**src/rtl/vt_seq_detect_param.sv**
```systemverilog
// vt_seq_detect_param: parametrised serial pattern detector with Mealy and registered match flags
// Optional saturating match counter enabled by defining SEQ_DET_MATCH_CNT_EN.
module vt_seq_detect_param #(
  parameter int SEQ_LEN = 6,
  parameter logic [SEQ_LEN-1:0] SEQ = 6'b100110,
  parameter bit OVERLAP = 1'b1,
  parameter int CNT_W = 8
) (
  input  logic               i_clk,
  input  logic               i_rst,
  input  logic               i_en,
  input  logic               i_SI,
  input  logic               i_pat_ld,
  input  logic [SEQ_LEN-1:0] i_pat,
  input  logic               i_clr_cnt,
  output logic               o_f,
  output logic               o_f_r,
  output logic [CNT_W-1:0]   o_cnt
);
  localparam int FW = $clog2(SEQ_LEN);
  localparam logic [FW-1:0] FULL = FW'(SEQ_LEN - 1);
  logic [SEQ_LEN-1:0] pat_q, pat_d, win;
  logic [SEQ_LEN-2:0] hist_q, hist_d;
  logic [FW-1:0] fill_q, fill_d;
  logic f_r_q, f_r_d, match;
  always_comb begin
    win = {hist_q, i_SI};
    match = i_en && fill_q == FULL && win == pat_q;
    pat_d = i_pat_ld ? i_pat : pat_q;
    hist_d = i_en ? win[SEQ_LEN-2:0] : hist_q;
    fill_d = (i_pat_ld || (match && !OVERLAP)) ? '0 :
             (i_en && fill_q != FULL) ? fill_q + 1'b1 : fill_q;
    f_r_d = match;
  end
  always_ff @(posedge i_clk or posedge i_rst)
    if (i_rst) begin
      pat_q <= SEQ;
      hist_q <= '0;
      fill_q <= '0;
      f_r_q <= 1'b0;
    end else begin
      pat_q <= pat_d;
      hist_q <= hist_d;
      fill_q <= fill_d;
      f_r_q <= f_r_d;
    end
  assign o_f = match;
  assign o_f_r = f_r_q;
`ifdef SEQ_DET_MATCH_CNT_EN
  logic [CNT_W-1:0] cnt_q, cnt_d;
  always_comb cnt_d = i_clr_cnt ? '0 : (match && ~&cnt_q) ? cnt_q + 1'b1 : cnt_q;
  always_ff @(posedge i_clk or posedge i_rst)
    if (i_rst) cnt_q <= '0;
    else cnt_q <= cnt_d;
  assign o_cnt = cnt_q;
`else
  logic unused_clr;
  assign unused_clr = i_clr_cnt;
  assign o_cnt = '0;
`endif
endmodule
```
**config.mk**
```make
export PLATFORM = sky130hd
export DESIGN_NAME = vt_seq_detect_param
export DESIGN_NICKNAME = d
export VERILOG_FILES = /design/src/rtl/vt_seq_detect_param.sv
export SDC_FILE = /design/constraint.sdc
export NUM_CORES = 1
export LEC_CHECK = 0
export ABC_AREA = 1
export BUFFER_PORTS_ARGS = -buffer_cell sky130_fd_sc_hd__buf_2
export CAP_MARGIN = 20
export CORE_UTILIZATION = 30
export DETAILED_ROUTE_END_ITERATION = 6
export HOLD_SLACK_MARGIN = 0.12
export SLEW_MARGIN = 25
export SYNTH_ARGS = -nofsm -noshare
export SYNTH_HDL_FRONTEND = slang
export SYNTH_SLANG_ARGS = --single-unit
```
**constraint.sdc**
```tcl
create_clock -name i_clk -period 2.3 [get_ports i_clk]
set_input_delay 0.115 -clock i_clk [delete_from_list [all_inputs] [get_ports i_clk]]
set_output_delay 0.115 -clock i_clk [all_outputs]
set_load 0.02 [all_outputs]
```
==> run metrics, run 1 <==
row cnt 18; DR pass1 iterations 4; drc violations 0; Least-Margin Pin Slew 569 ps; initial antenna violation count 0; Yosys warning count 0; Final Cycle Share 0.691; sequential share of the synthesized area 0.485; crit-path max FO 3; total die area 2810 um^2; VDD IR max 0.369 mV; clk sinks 15; Fmax 0.630 GHz; status completed; Slew Viols, Final 0; Post-Syn Area 782 um^2; slew margin rel. 0.620; global route overflow 0; Setup CP Type reg -> out; Core Area 2480 um^2; WL/cell 9.00 um; dominant cells by area after synthesis dfrtp_1 38%, nand2_1 17%, dfstp_2 10%; Commonest cells post-synth 35 x nand2_1, 13 x inv_1, 12 x dfrtp_1, 10 x o21ai_0; Post-synth ARST share 1.00; global-route usage over all layers 0.119; Worst-path clk slew 80 ps; syn avg cell area 7.82 um^2; min Tclk post-route 1590 ps; post-synth cell types 14; setup violators final 0; critical path arrival 1470 ps; DRT antenna net count 0; nets@finish 136; post-synth top area share 0.384; clk_skew 4.74 ps; # diodes 0; area leader, netlist dfrtp_1; vias 614; area grow syn2layout 20.5%; CTS HTree Levels 1; Die Span Y 53.1 um; post-route insts no fill 151; Initial Utilization 0.316; Main synth FF type dfrtp_1; Final HPWL DP 963 um; number of synthesized flops with an enable pin 0; clock root buffer clkbuf_4; Iteration-0 DRC Markers 6; Sum Neg Setup Slack 0 ps; total CTS buffers 3; LEAKAGE 0.513 nW; vias in the first global route 596; Critical Path RT 2180 ps; RSZ-0062 raised after global routing false; global-route wire length before repair 2430 um; final wirelength 1360 um; cell with the most instances after synthesis nand2_1; Max clock buf depth 2; Placed Instances 139; Hold Path Class in -> reg; gp weighted congestion 0.703; Clock Latency Late Sink 280 ps; post-CTS setup buffers 0; die width 53.1 um; CP endpoint kind output pin; PortBufs 12; Vias/cell 4.07; PwrDens 589 nW/um^2; # IOs 22; largest net degree at the start of global routing 16; CTS tree built; startpoint types register; Final Hold Vio Count 0; share of cells above drive strength 1 0.157; max cap viols 0; Post-Syn Instances 100; #FFs+latches synth 15
[kinds of logic (layout without fill, tap and decap cells)]
family | Yosys count | after routing | share of synthesized area
AND/OR/NAND/NOR | 46 | 46 | 0.226
buffers and inverters | 23 | 37 | 0.152
AO/OA/AOI/OAI | 11 | 11 | 0.0784
flip-flops | 15 | 15 | 0.485
other | 1 | 8 | 0.00480
adder cells (fa/ha/maj) | 2 | 2 | 0.0320
XOR/XNOR | 2 | 2 | 0.0224
[where the power goes]
group / internal [mW] / total (mW) / switching (mW) / leakage, nW
clock network: 0.0673 / 0.148 / 0.0808 / 0.0150
registers: 0.291 / 0.307 / 0.0161 / 0.184
logic: 0.0397 / 0.100 / 0.0603 / 0.314
[flip-flops by register name (all words and copies together), names as in the netlist]
name,count
fill_q,3
hist_q,5
o_f_r,1
pat_q,6
[repair_timing]
action | 4_1_cts | 5_1_grt
hold endpoints to repair | 19 | 0
hold buffers | 8 | 0
gates resized for setup | 0 | 0
[layout by cell type, fill, tap and decap left out]
master / n
nand2_1: 35
inv_1: 13
dfrtp_1: 12
buf_2: 12
o21ai_0: 10
nor2_1: 8
conb_1: 8
dlygate4sd3_1: 8
nand3_1: 3
clkbuf_4: 3
dfstp_2: 3
ha_1: 2
a21boi_2: 1
xnor2_1: 1
xor2_1: 1
clkbuf_1: 1
[layout make-up]
| cell class | instances | area [um^2] |
|---|---|---|
| clock buffers | 4 | 26.3 |
| fillers | 267 | 1540 |
| inverters | 13 | 48.8 |
| multi-input cells | 69 | 310 |
| flip-flops and latches | 15 | 379 |
| repair buffers | 20 | 140 |
| well taps | 30 | 37.5 |
[through the flow]
step           hold WS [ps]  utilization  setup slack, ps  area (um^2)  power (mW)
3_5_place_dp            199        0.337             1000          836       0.403
6_report                159        0.380              711          942       0.555
4_1_cts                 139        0.380              673          942       0.570
3_3_place_gp            189        0.337             1010          836       0.398
5_1_grt                 173        0.380              597          942       0.601
2_1_floorplan          14.3            -             1030          808       0.388
[worst max-delay path, cell delays in order, from the launching register on]
cell     delay, ps
dfrtp_1        400
inv_1           60
ha_1           170
nand3_1         80
nor2_1         110
nand2_1         60
nor2_1         130
buf_2          190
[worst paths after layout]
check	from	to	slack [ps]	cells after the start
max in group asynchronous	i_rst	pat_q[5]$_DFFE_PP1P_	1490	3
min	i_pat_ld	pat_q[5]$_DFFE_PP1P_	160	3
min reg2reg	pat_q[1]$_DFFE_PP1P_	pat_q[1]$_DFFE_PP1P_	500	2
max reg2reg	fill_q[0]$_DFFE_PP0P_	fill_q[0]$_DFFE_PP0P_	1110	5
max	fill_q[1]$_DFFE_PP0P_	o_f	710	7
min in group asynchronous	i_rst	pat_q[3]$_DFFE_PP0P_	430	3
[layer usage]
metal,global-route usage,vias up,part of all wire
li1,-,326,-
met1,0.147,271,0.51
met2,0.203,17,0.46
met3,0.0172,0,0.033
met4,0.0526,0,0
met5,0,-,0
No activity file was read; power rests on OpenSTA's default activity.
==> inputs of run 2 (changes only) <==
- clock period: 2.3 -> 1.65 ns (I/O delays scaled with it)
==> run 2 against run 1 <==
Against the previous run: combinational power rose by 40%; clock skew fell by 1.2 ps; first-iteration DRC count rose by 33%; via count rose by 1.5%; setup slack got worse by 560 ps; worst hold slack got worse by 20 ps; register-to-register slack got worse by 650 ps; clock-buffer cell count did not move; total power rose by 39%; wire length fell by 3.5%; cell area rose by 0.53%; critical path type unchanged.
==> run metrics, run 2 (synthesis results as in run 1) <==
status completed; Fmax 0.665 GHz; Place WS 393 ps; die width 53.1 um; row cnt 18; share of cells above drive strength 1 0.165; PwrDens 812 nW/um^2; Critical Path, Cell by Cell inv_1 -> ha_1 -> nand3_1 -> nor2_1 -> nand2_1 -> nor2_2 -> buf_4; PortBufs 12; clk_skew 3.57 ps; post-CTS setup buffers 0; Top reg by flops pat_q; initial antenna violation count 0; global-route wire length before repair 2230 um; VDD IR max 0.446 mV; hold depth 3; most frequent cells in the layout 35 x nand2_1, 13 x inv_1, 12 x dfrtp_1, 11 x buf_2, 10 x o21ai_0; R2R depth 5; setup violators final 0; Setup CP Type reg -> out; Clock Latency Late Sink 270 ps; max incr delay on CP 410 ps; crit-path max FO 3; total CTS buffers 3; Final WS setup 147 ps; Worst path depth 7; clock root buffer clkbuf_4; Max clock buf depth 2; drc violations 0; vias in the first global route 565; Final Hold Vio Count 0; Worst-path clk slew 80 ps; CTS tree built; Iteration-0 DRC Markers 8; Core Area 2480 um^2; CP endpoint kind output pin; DRT antenna net count 0; global route overflow 0; # fillers 262; crit path buf inv count 2; # IOs 22; Placed Instances 139; critical path arrival 1420 ps; area grow syn2layout 21.1%; final wirelength 1310 um; Critical Path RT 1570 ps; global-route usage over all layers 0.110; WL/cell 8.69 um; post-route insts no fill 151; CTS HTree Levels 1; LEAKAGE 0.513 nW; clk sinks 15; Crit path max-delay family flip-flops; Die Span Y 53.1 um; largest net degree at the start of global routing 16; RSZ-0062 raised after global routing false; Power Total 769 uW; Vias/cell 4.13; gp weighted congestion 0.703; Least-Margin Pin Slew 562 ps; Hold Path Class in -> reg; Sum Neg Setup Slack 0 ps; Final Cycle Share 0.911; commonest non-fill, non-tap cell in the layout nand2_1; DR pass1 iterations 4; max reg flops 6; top flop regs pat_q (6), hist_q (5), fill_q (3); nets@finish 136; Slew Viols, Final 0; min Tclk post-route 1500 ps; Initial Utilization 0.316; slew margin rel. 0.625; total die area 2810 um^2; slowest stage cell, crit path dfrtp_1; vias 623; max cap viols 0; startpoint types register; # diodes 0
[run 2: changes by cell type in the layout (fill, tap and decap cells not counted)]
cell,change
nor2_1,-1
nor2_2,+1
buf_2,-1
buf_4,+1
[run 2: final timing paths]
path	startpoint	end	slack, ps
setup / recovery	fill_q[1]$_DFFE_PP0P_	o_f	150
hold / removal	i_pat_ld	pat_q[5]$_DFFE_PP1P_	140
setup reg to reg	fill_q[0]$_DFFE_PP0P_	fill_q[1]$_DFFE_PP0P_	460
hold reg to reg	pat_q[5]$_DFFE_PP1P_	pat_q[5]$_DFFE_PP1P_	500
max in group asynchronous	i_rst	pat_q[5]$_DFFE_PP1P_	870
min in group asynchronous	i_rst	hist_q[0]$_DFFE_PP0P_	410
[run 2: cell type report]
cell class	instances	area, um^2	area share
multi-input cells	69	313	0.330
clock buffers	4	26.3	0.0277
well taps	30	37.5	0.0396
flip-flops and latches	15	379	0.400
inverters	13	48.8	0.0515
repair buffers	20	143	0.151
[run 2: timing repair]
action,CTS,global route
resized for setup,0,2
hold endpoints to repair,19,0
endpoints found under the setup margin,0,1
hold buffers,8,0
[run 2: worst reg2reg max path, stage by stage, from the launching register on]
cell and delay, ps:
dfrtp_1 420, ha_1 230, a21boi_2 250, nand2_1 80
nand2_1 70, nor2_1 40
[run 2: layer usage]
metal,up-vias,wire length [um],share of wire,track usage
li1,324,-,-,-
met1,277,625,0.48,0.141
met2,22,625,0.48,0.184
met3,0,61,0.046,0.0172
met4,0,0,0,0.0395
met5,-,0,0,0
[run 2: where the power goes]
group	switching (mW)	leakage (nW)	internal [mW]
Sequential	0.0224	0.184	0.405
Clock	0.107	0.0150	0.0935
Combinational	0.0847	0.313	0.0553
[run 2: metrics by stage]
stage / utilization / hold WS [ps] / area (um^2)
floorplan: - / -18.2 / 808
global route: 0.382 / 143 / 947
finish: 0.382 / 139 / 947
global placement: 0.337 / 156 / 836
CTS: 0.380 / 139 / 942
detailed placement: 0.337 / 170 / 836
==> inputs of run 3 (changes only) <==
- CORE_UTILIZATION: 30 -> 45
- PLACE_DENSITY: default -> 0.7
==> run 3 against run 2 <==
Against the previous run: die area is 32% lower; sequential cell count stayed put; sequential power hardly changed; utilization is 21 points higher; via count is 0.96% lower; cell area is 1.7% lower; wire length is 1.4% higher.
==> run metrics, run 3 (synthesis results as in run 1) <==
post-CTS setup buffers 0; PortBufs 12; reg-to-reg endpoint fill_q[0]$_DFFE_PP0P_; post-route insts no fill 137; VDD IR max 0.382 mV; max cap viols 0; # diodes 0; CP endpoint kind output pin; Final Hold Vio Count 0; Critical Path RT 1570 ps; CTS tree built; critical path arrival 1410 ps; clock root buffer clkbuf_4; CTS HTree Levels 1; Final HPWL DP 930 um; row cnt 14; nets@finish 136; global-route wire length before repair 2240 um; Least-Margin Pin Slew 581 ps; clk_skew 7.55 ps; global-route usage over all layers 0.163; global route overflow 0; commonest non-fill, non-tap cell in the layout nand2_1; RR Startpoint fill_q[0]$_DFFE_PP0P_; Setup CP Type reg -> out; PwrDens 830 nW/um^2; drc violations 0; clk sinks 15; setup violators final 0; RSZ-0062 raised after global routing false; gp weighted congestion 0.734; LEAKAGE 0.515 nW; R2R depth 5; total die area 1910 um^2; Top reg by flops pat_q; die width 43.7 um; Placed Instances 125; Fmax 0.668 GHz; worst hold slack 118 ps; share of cells above drive strength 1 0.174; Final Cycle Share 0.907; min Tclk post-route 1500 ps; Slew Viols, Final 0; Iteration-0 DRC Markers 7; # IOs 22; status completed; WL/cell 9.71 um; initial antenna violation count 0; R2R Setup Slk 460 ps; total CTS buffers 3; slew margin rel. 0.613; crit-path max FO 3; final wirelength 1330 um; area grow syn2layout 19.0%; Worst Setup SP fill_q[1]$_DFFE_PP0P_; Core Area 1560 um^2; vias 617; Sum Neg Setup Slack 0 ps; Max clock buf depth 2; Clock Latency Late Sink 280 ps; Hold Path Class in -> reg; top flop regs pat_q (6), hist_q (5), fill_q (3); DRT antenna net count 0; startpoint types register; Die Span Y 43.7 um; Worst-path clk slew 100 ps; most frequent cells in the layout 35 x nand2_1, 13 x inv_1, 12 x dfrtp_1, 11 x buf_2, 10 x o21ai_0; Vias/cell 4.50; largest net degree at the start of global routing 16; CP endpoint o_f; max reg flops 6; Initial Utilization 0.502; vias in the first global route 570; DR pass1 iterations 4
-- run 3: cell count changes in the layout (fill, tap and decap cells not counted), sizes merged --
cell and change:
clkbuf -1, clkinv +1
-- run 3: worst max-delay path, cell delays in order, from the launching register on --
cell and delay, ps:
dfrtp_1 400, inv_1 60, ha_1 170, nand3_1 80, nor2_1 120, nand2_1 70
nor2_2 90, buf_4 150
-- run 3: layout make-up --
class | instances | area [um^2]
inverter | 13 | 48.8
clock buffer | 3 | 22.5
multi-input combinational | 69 | 313
clock inverter | 1 | 5.00
fill | 163 | 628
timing repair buffer | 20 | 143
sequential | 15 | 379
tap | 16 | 20.0
-- run 3: power breakdown --
part	internal (mW)	leakage, nW	switching [mW]	total, mW
Combinational	0.0553	0.313	0.0826	0.138
Clock	0.0898	0.0177	0.117	0.207
Sequential	0.405	0.184	0.0229	0.428
Total	0.550	0.515	0.223	0.773
-- run 3: how the worst min path moves through the flow --
stage,start,endpoint,cells after the start
final,i_pat_ld,pat_q[2]$_DFFE_PP1P_,3
after global routing,i_pat_ld,pat_q[2]$_DFFE_PP1P_,3
after CTS,i_pat_ld,pat_q[2]$_DFFE_PP1P_,3
after detailed placement,i_rst,fill_q[0]$_DFFE_PP0P_,2
after global placement,i_rst,fill_q[0]$_DFFE_PP0P_,2
after floorplan,i_rst,fill_q[0]$_DFFE_PP0P_,1
-- run 3: metrics by stage --
stage / power (mW) / setup slack, ps / util / cell area [um^2]
2_1_floorplan: 0.541 / 385 / - / 808
3_3_place_gp: 0.555 / 422 / 0.525 / 818
3_5_place_dp: 0.560 / 416 / 0.525 / 818
4_1_cts: 0.789 / 86.1 / 0.594 / 926
5_1_grt: 0.829 / 38.9 / 0.597 / 931
6_report: 0.773 / 153 / 0.597 / 931
-- run 3: routing by layer --
metal,global-route usage,share of wire
met1,0.201,0.47
met4,0.0563,0.0045
met3,0.0375,0.029
met5,0,0
met2,0.278,0.50
-- run 3: timing repair --
item	4_1_cts	5_1_grt
hold endpoints to repair	20	0
resized for setup	0	2
hold buffers	8	0
setup endpoints to repair	0	1
